### src/rtl/wb_swap_sequencer_pkg.sv
// rtl/wb_swap_sequencer_pkg.sv - shared constants and state encoding for the EX->WB swap sequencer
// Contents: ALU control codes, sequencer state type, default widths.
package wb_swap_sequencer_pkg;

   localparam int DATA_W_DEF = 16;
   localparam int ADDR_W_DEF = 4;
   localparam int CNT_W_DEF  = 16;

   localparam logic [2:0] ALU_ADD  = 3'b000;
   localparam logic [2:0] ALU_SUB  = 3'b001;
   localparam logic [2:0] ALU_MOV  = 3'b010;
   localparam logic [2:0] ALU_SWAP = 3'b011;
   localparam logic [2:0] ALU_AND  = 3'b100;
   localparam logic [2:0] ALU_OR   = 3'b101;

   typedef enum logic [1:0] {
      S_EMPTY = 2'd0,
      S_WR1   = 2'd1,
      S_WR2   = 2'd2
   } state_t;

   function automatic logic is_swap(input logic [2:0] ctrl);
      return ctrl == ALU_SWAP;
   endfunction

endpackage

### src/rtl/wb_swap_sequencer_sat_counter.sv
// rtl/wb_swap_sequencer_sat_counter.sv - saturating up-counter with synchronous active-low clear
// Ports: clk, clr_n (sync clear, active-low), inc (count enable), count (current value).
module wb_swap_sequencer_sat_counter #(
   parameter int W = 16
) (
   input  logic         clk,
   input  logic         clr_n,
   input  logic         inc,
   output logic [W-1:0] count
);

   always_ff @(posedge clk) begin
      if (!clr_n) begin
         count <= '0;
      end else if (inc && (count != '1)) begin
         count <= count + W'(1);
      end
   end

endmodule

### src/rtl/wb_swap_sequencer.sv
// rtl/wb_swap_sequencer.sv - EX->WB write sequencer that splits SWAP into two register-file writes
// Ports: clk, rst_n (sync, active-low), flush (kill pending entry);
//        ex_valid/ex_ready handshake with ex_reg_write, ex_alu_ctrl, ex_result, ex_rd1, ex_rd2;
//        rf_we/rf_waddr/rf_wdata register-file write port;
//        pend_valid/pend_addr outstanding SWAP second write for the hazard unit;
//        wr_count saturating count of committed writes.
module wb_swap_sequencer
   import wb_swap_sequencer_pkg::*;
#(
   parameter int DATA_W      = DATA_W_DEF,
   parameter int ADDR_W      = ADDR_W_DEF,
   parameter int ZERO_REG_RO = 1,
   parameter int CNT_W       = CNT_W_DEF
) (
   input  logic                clk,
   input  logic                rst_n,
   input  logic                flush,
   input  logic                ex_valid,
   output logic                ex_ready,
   input  logic                ex_reg_write,
   input  logic [2:0]          ex_alu_ctrl,
   input  logic [2*DATA_W-1:0] ex_result,
   input  logic [ADDR_W-1:0]   ex_rd1,
   input  logic [ADDR_W-1:0]   ex_rd2,
   output logic                rf_we,
   output logic [ADDR_W-1:0]   rf_waddr,
   output logic [DATA_W-1:0]   rf_wdata,
   output logic                pend_valid,
   output logic [ADDR_W-1:0]   pend_addr,
   output logic [CNT_W-1:0]    wr_count
);

   state_t              state;
   logic [2*DATA_W-1:0] res_q;
   logic [ADDR_W-1:0]   rd1_q;
   logic [ADDR_W-1:0]   rd2_q;
   logic                swap_q;

   logic                ready_int;
   logic                wr_act;
   logic                pv_int;
   logic                kill;
   logic                zero_blk;
   logic                take;
   logic [ADDR_W-1:0]   wa;
   logic [DATA_W-1:0]   wd;

   // Outputs decode from the held entry; reset and flush override them
   // combinationally so the write port is quiet in the very cycle they assert.
   always_comb begin
      ready_int = 1'b1;
      wr_act    = 1'b0;
      pv_int    = 1'b0;
      wa        = rd1_q;
      wd        = res_q[DATA_W-1:0];
      case (state)
         S_WR1: begin
            wr_act = 1'b1;
            if (swap_q) begin
               ready_int = 1'b0;
               pv_int    = 1'b1;
            end
         end
         S_WR2: begin
            wr_act = 1'b1;
            wa     = rd2_q;
            wd     = res_q[2*DATA_W-1:DATA_W];
         end
         default: begin
         end
      endcase

      kill       = !rst_n || flush;
      zero_blk   = (ZERO_REG_RO != 0) && (wa == '0);
      rf_we      = wr_act && !kill && !zero_blk;
      rf_waddr   = rf_we ? wa : '0;
      rf_wdata   = rf_we ? wd : '0;
      ex_ready   = ready_int || kill;
      pend_valid = pv_int && !kill;
      pend_addr  = pend_valid ? rd2_q : '0;
      // Non-writing transfers are simply consumed, so only writing ones matter.
      take       = ex_valid && ready_int && ex_reg_write;
   end

   always_ff @(posedge clk) begin
      if (!rst_n) begin
         state  <= S_EMPTY;
         res_q  <= '0;
         rd1_q  <= '0;
         rd2_q  <= '0;
         swap_q <= 1'b0;
      end else if (flush) begin
         state <= S_EMPTY;
      end else begin
         case (state)
            S_EMPTY: begin
               if (take) state <= S_WR1;
            end
            S_WR1: begin
               if (swap_q)    state <= S_WR2;
               else if (take) state <= S_WR1;
               else           state <= S_EMPTY;
            end
            S_WR2: begin
               if (take) state <= S_WR1;
               else      state <= S_EMPTY;
            end
            default: state <= S_EMPTY;
         endcase
         if (take) begin
            res_q  <= ex_result;
            rd1_q  <= ex_rd1;
            rd2_q  <= ex_rd2;
            swap_q <= is_swap(ex_alu_ctrl);
         end
      end
   end

   wb_swap_sequencer_sat_counter #(
      .W(CNT_W)
   ) u_wr_count (
      .clk  (clk),
      .clr_n(rst_n),
      .inc  (rf_we),
      .count(wr_count)
   );

endmodule

### config.mk
export PLATFORM = sky130hd
export DESIGN_NAME = wb_swap_sequencer
export DESIGN_NICKNAME = d
export VERILOG_FILES = /design/src/rtl/wb_swap_sequencer_pkg.sv /design/src/rtl/wb_swap_sequencer_sat_counter.sv /design/src/rtl/wb_swap_sequencer.sv
export SDC_FILE = /design/constraint.sdc
export NUM_CORES = 1
export LEC_CHECK = 0
export ABC_CLOCK_PERIOD_IN_PS = 2650
export CORE_MARGIN = 2
export CORE_UTILIZATION = 45
export CTS_BUF_LIST = sky130_fd_sc_hd__clkbuf_8
export DETAILED_ROUTE_END_ITERATION = 8
export PLACE_DENSITY = 0.77
export SLEW_MARGIN = 15
export SYNTH_ARGS = -nofsm -noshare
export SYNTH_HDL_FRONTEND = slang
export SYNTH_HIERARCHICAL = 1
export SYNTH_SLANG_ARGS = --single-unit
### constraint.sdc
create_clock -name clk -period 2.65 [get_ports clk]
set_input_delay 0.265 -clock clk [delete_from_list [all_inputs] [get_ports clk]]
set_output_delay 0.265 -clock clk [all_outputs]
set_load 0.02 [all_outputs]
# == Word level (Yosys, flattened, before mapping) ==
# Cells that the tools add are included.
# word_totals
ff_bits,59
inputBits,48
out_inout_bits,43
wordCells,44
# classes
addsub,1
eq_ne,5
muxes,14
bitwise_logic,2
reduce_logical,16
# op_table
operator,n
16-bit 2-to-1 mux,2
16-bit by 1-bit adder with 16-bit output (second input constant),1
16-bit != test (second input constant),1
4-bit 2-to-1 mux,3
1-bit logical AND,6
1-bit 2-to-1 mux,6
2-bit one-hot mux with 3 select lines,1
4-bit zero test,1
2-bit 2-to-1 mux,2
2-bit OR reduction,2
3-bit by 2-bit == test with 1-bit output (second input constant),1
1-bit zero test,3
2-bit by 1-bit == test with 1-bit output (second input constant),1
2-bit == test (second input constant),1
2-bit zero test,1
1-bit logical OR,2
2-bit != test (second input constant),1
1-bit NOT,2
2-bit AND reduction,1

# == Logic depth before layout (Yosys ltp) ==
# depth
word_depth,7
ltp_mapped,12
ltp_nobuf,9

# == Modules after synthesis ==
# The synthesis kept the hierarchy.
# by_module_without_submodules
module,n_inst,cells_per_inst,area_each_um2,seq_area_each_um2
wb_swap_sequencer,1,258,2189.6,860.8
wb_swap_sequencer_sat_counter,1,97,837.1,320.3

# == Worst setup path before layout ==
# Ideal clock, no wire load.
# synth_timing
path_kind,reg-to-reg
from,reg state[0]
to,reg u_wr_count.count[9]
setup_ns,0.071
arrival_time_ns,2.671
required_ns,2.579
slack_ns,-0.092
path_stages_with_launch,11
n_path_buf,2
period_less_slack_ns,2.742
cell_sequence,dfxtp_1 -> inv_1 -> ha_1 -> buf_2 -> clkinv_1 -> buf_1 -> a21oi_1 -> nor2_1 -> nand2_1 -> or4_1 -> a21oi_1
# synth_via
elab_chain_cells,6
elab_cells_between_ends,10
cone_classes,eq/ne: 2; mux: 2; reduce/logical: 6
# synth_rtl
element,line,rtl
from (decl),wb_swap_sequencer.sv:33,state_t state;
from (signal assigned),wb_swap_sequencer.sv:87,state <= S_EMPTY;
from (signal assigned),wb_swap_sequencer.sv:93,state <= S_EMPTY;
from (signal assigned),wb_swap_sequencer.sv:97,if (take) state <= S_WR1;
2-bit == test / 2-bit by 1-bit == test with 1-bit output (equally long branches),wb_swap_sequencer.sv:56,case (state)
4-bit 2-to-1 mux / 2-bit OR reduction (equally long branches),n/a,
4-bit zero test / 1-bit 2-to-1 mux (equally long branches),"wb_swap_sequencer.sv:74, wb_swap_sequencer.sv:56",
1-bit zero test / 1-bit logical AND (equally long branches),wb_swap_sequencer.sv:75,rf_we = wr_act && !kill && !zero_blk;
1-bit logical AND *,wb_swap_sequencer.sv:75,
named net rf_we,wb_swap_sequencer.sv:25,"output logic rf_we,"
1-bit logical AND *,wb_swap_sequencer_sat_counter.sv:15,end else if (inc && (count != '1)) begin
to (signal assigned),wb_swap_sequencer_sat_counter.sv:16,count <= count + W'(1);
to (decl),wb_swap_sequencer_sat_counter.sv:9,output logic [W-1:0] count
# Mark *: on every way through the listed nets, which the timed path passes. The rest lies on a longest branch.
# A chain may end at the register's enable or synchronous reset.

# == Final worst setup path ==
# layout_timing
from,reg rd1_q[3]
to,out rf_wdata[12]
# layout_via
elab_chain_cells,5
# layout_rtl
element,line,rtl
from (decl),wb_swap_sequencer.sv:35,logic [ADDR_W-1:0] rd1_q;
from (signal assigned),wb_swap_sequencer.sv:112,rd1_q <= ex_rd1;
4-bit 2-to-1 mux,wb_swap_sequencer.sv:56,
4-bit zero test,wb_swap_sequencer.sv:74,zero_blk = (ZERO_REG_RO != 0) && (wa == '0);
1-bit zero test,wb_swap_sequencer.sv:75,
1-bit logical AND,wb_swap_sequencer.sv:75,
16-bit 2-to-1 mux,wb_swap_sequencer.sv:77,rf_wdata = rf_we ? wd : '0;
to (decl),wb_swap_sequencer.sv:27,"output logic [DATA_W-1:0] rf_wdata,"
# No other way between the ends.

==> results.toml <==
[synth]
synth_top_cell_area_share_pct = 39.0
synth_area_leaders = "dfxtp_1 39%, mux2i_1 16%, nand2_1 12%, a32oi_1 4.6%, nor2_1 3.2%"
ys_warn_count = 6
yosysMostFrequentCell = "nand2_1"
async_flop_share_pct = 0
yosys_most_used_dff = "dfxtp_1"
synth_fp_nets = 408
yosysSeqAreaShare_pct = 39.0
ys_ff_latch = 59
syn_inst = 355
synthTopCellsByCount = "93 x nand2_1, 59 x dfxtp_1, 48 x mux2i_1, 26 x nor2_1, 16 x a32oi_1"
syn_area_per_cell_um2 = 8.53
yosysUniqueCellTypes = 44
synth_edf_count = 0
syn-cell-area_mm2 = 0.00303
netlist.top_cell.by_area = "dfxtp_1"

[global_route]
grt_overflow = 0
grt_max_degree = 90
antenna_found_initial = 0
track_usage_pct = 20.4
grt_first_pass_wirelength_um = 11900
grt_pass1_vias = 2600

[critical_path]
crit_path_end_kind = "output pin"
cp_max_fo = 17
cp-start-kind = "register"
reg2reg_to = "u_wr_count/count[13]"
crit_type = "reg2out"
required_ns = 2.38
critPathSlowestCell = "or4_4"
cp_data_arrival_time_ns = 2.26
crit_path_cell_trace = "or4_4, a32oi_1, nor2_1, clkdlybuf4s50_1"
cp_slowest_stage_delay_ns = 0.67
cp_top_family = "simple AND/OR/NAND/NOR gates"
cp_num_buf_inv = 1
r2r-start = "state[0]"
rr_worst_depth = 9
r2r_slack_ns = 0.31

[cts]
cts.clk_slew.worst_paths_ns = 0.07
cts_tree = "yes"
cts_buffers = 9
clk_root_buffer_cell = "clkbuf_8"
clk_path_buf_depth = 2
clock_latency_ns = 0.34
htreeDepth = 3
cts_num_sinks = 59

[sta]
finClkSkew_ns = 0.00645
hold_ws_ns = 0.460
tightest_slew_ns = 0.816
post-route-period-util_pct = 95.1
period_minus_slack_ns = 2.52
maxSlewViolCount = 0
setup_viol = 0
hold_violations = 0
max-slew-margin-rel_pct = 45.6
tns_ns = 0
rsz0062_at_grt = "no"
max_freq_ghz = 0.397

[route]
drtPass1Iterations = 4
ant_nets = 0
first_iter_violations = 115
route.detailed.wl_per_inst_um = 14.5
wl_um = 7600
vias = 2820
avgViaCountPerCell = 5.37
drc = 0

[finish]
drive_above_1_share_pct = 8.04
n_antenna_cell = 0
fill_cells = 549
final_nets = 496
fin_util_pct = 65.8
area_growth_pct = 39.7
fin_area_mm2 = 0.00423

[floorplan]
ios = 91
chipWidth_um = 86.0
initial_core_util_pct = 47.1
core-area_mm2 = 0.00642
dieArea_mm2 = 0.00740
rows = 29
fp.dieH_um = 86.0

[pwr]
vdd_drop_max_mv = 0.321
cellPowerDensity_mw_per_mm2 = 482
leakage_uw = 0.00169

[run_status]
outcome = "finished, final reports clean"

[hold_path]
hold_path_end = "res_q[23]"
min_delay_path_depth = 2
hp-start = "res_q[23]"
min_path_type = "reg2reg"

[flow_run]
cap_violations = 0

[placed_design]
dp_hpwl_um = 5250
portBuffers = 90
place_area_mm2 = 0.00396
gp_congestion = 0.857
-- power by group --
group          total (µW)  switching, µW  internal, µW
logic                 179           79.6          98.9
clock network         935            381           554
registers             923           14.1           909
total                2040            474          1560
-- cells in the final DEF (no fill, tap or decap), drive strengths merged, types with 7 or more instances in the layout --
| cell | n |
|---|---|
| a32oi | 16 |
| buf | 12 |
| dfxtp | 59 |
| or4 | 7 |
| inv | 7 |
| mux2i | 48 |
| clkdlybuf4s50 | 75 |
| nor2 | 26 |
| clkbuf | 10 |
| nand2 | 93 |
| dlymetal6s2s | 13 |
| a21oi | 12 |
-- worst max path at each step --
| stage | from | end | slack (ns) | depth (start not counted) |
|---|---|---|---|---|
| floorplan | state[0] | u_wr_count/count[9] | 0.12 | 10 |
| global placement | state[0] | rf_wdata[4] | 0.30 | 7 |
| detailed placement | state[0] | u_wr_count/count[13] | 0.25 | 8 |
| CTS | state[0] | rf_wdata[10] | 0.02 | 8 |
| global route | rd1_q[3] | rf_wdata[15] | 0.05 | 4 |
| finish | rd1_q[3] | rf_wdata[12] | 0.13 | 4 |
-- kinds of logic (layout without fill, tap and decap cells) --
kind of cell    after synthesis  after routing  synth area share [%]
xor+xnor                      2              2                 0.579
buf+inv                      32            125                  5.87
compound gates               44             44                  10.5
fa+ha+maj                     5              5                  2.07
mux                          48             48                  15.9
flops                        59             59                  39.0
simple gates                165            165                  26.0
-- final cells by class --
class                   count  area [µm²]  share of cell area (%)
clock buffers              10         138                    3.25
multi-input cells         264        1670                    39.5
inverters                   8        31.3                   0.740
clock inverters             6        88.8                    2.10
flip-flops and latches     59        1180                    28.0
well taps                  77        96.3                    2.28
repair buffers            101        1020                    24.2
-- per-stage QoR --
stage / cells / setup slack, ns / power [µW]
final: 525 / 0.129 / 2040
after CTS: 525 / 0.0194 / 2050
after global routing: 525 / 0.0524 / 2110
after floorplan: 355 / 0.122 / 1040
after global placement: 508 / 0.301 / 1120
after detailed placement: 508 / 0.254 / 1120
-- what timing repair did --
item                       4_1_cts  5_1_grt
hold buffers                     0        0
setup endpoints to repair       14       13
resized for setup                2       14
buffers inserted                 1        0
-- layer usage --
metal	global-route usage, %	up-vias	wire [µm]
li1	-	1423	-
met1	24.9	1313	3400
met2	34.4	76	3760
met3	5.68	8	333
met4	6.78	0	102
met5	0	-	0
-- worst register-to-register path: cells and delay by family, from the launching register on --
kind,cells,cell delay [ns]
AND/OR/NAND/NOR,3,1.06
adder cells (fa/ha/maj),1,0.25
AO/OA/AOI/OAI,3,0.39
flip-flops,1,0.35
buffers and inverters,2,0.23
-- registers in the layout, indices dropped and copies added (netlist names) --
register and flops:
u_wr_count/count 16, rd2_q 4, state 2, res_q 32
swap_q 1, rd1_q 4
Note: power is estimated with default switching activity, not from simulation.
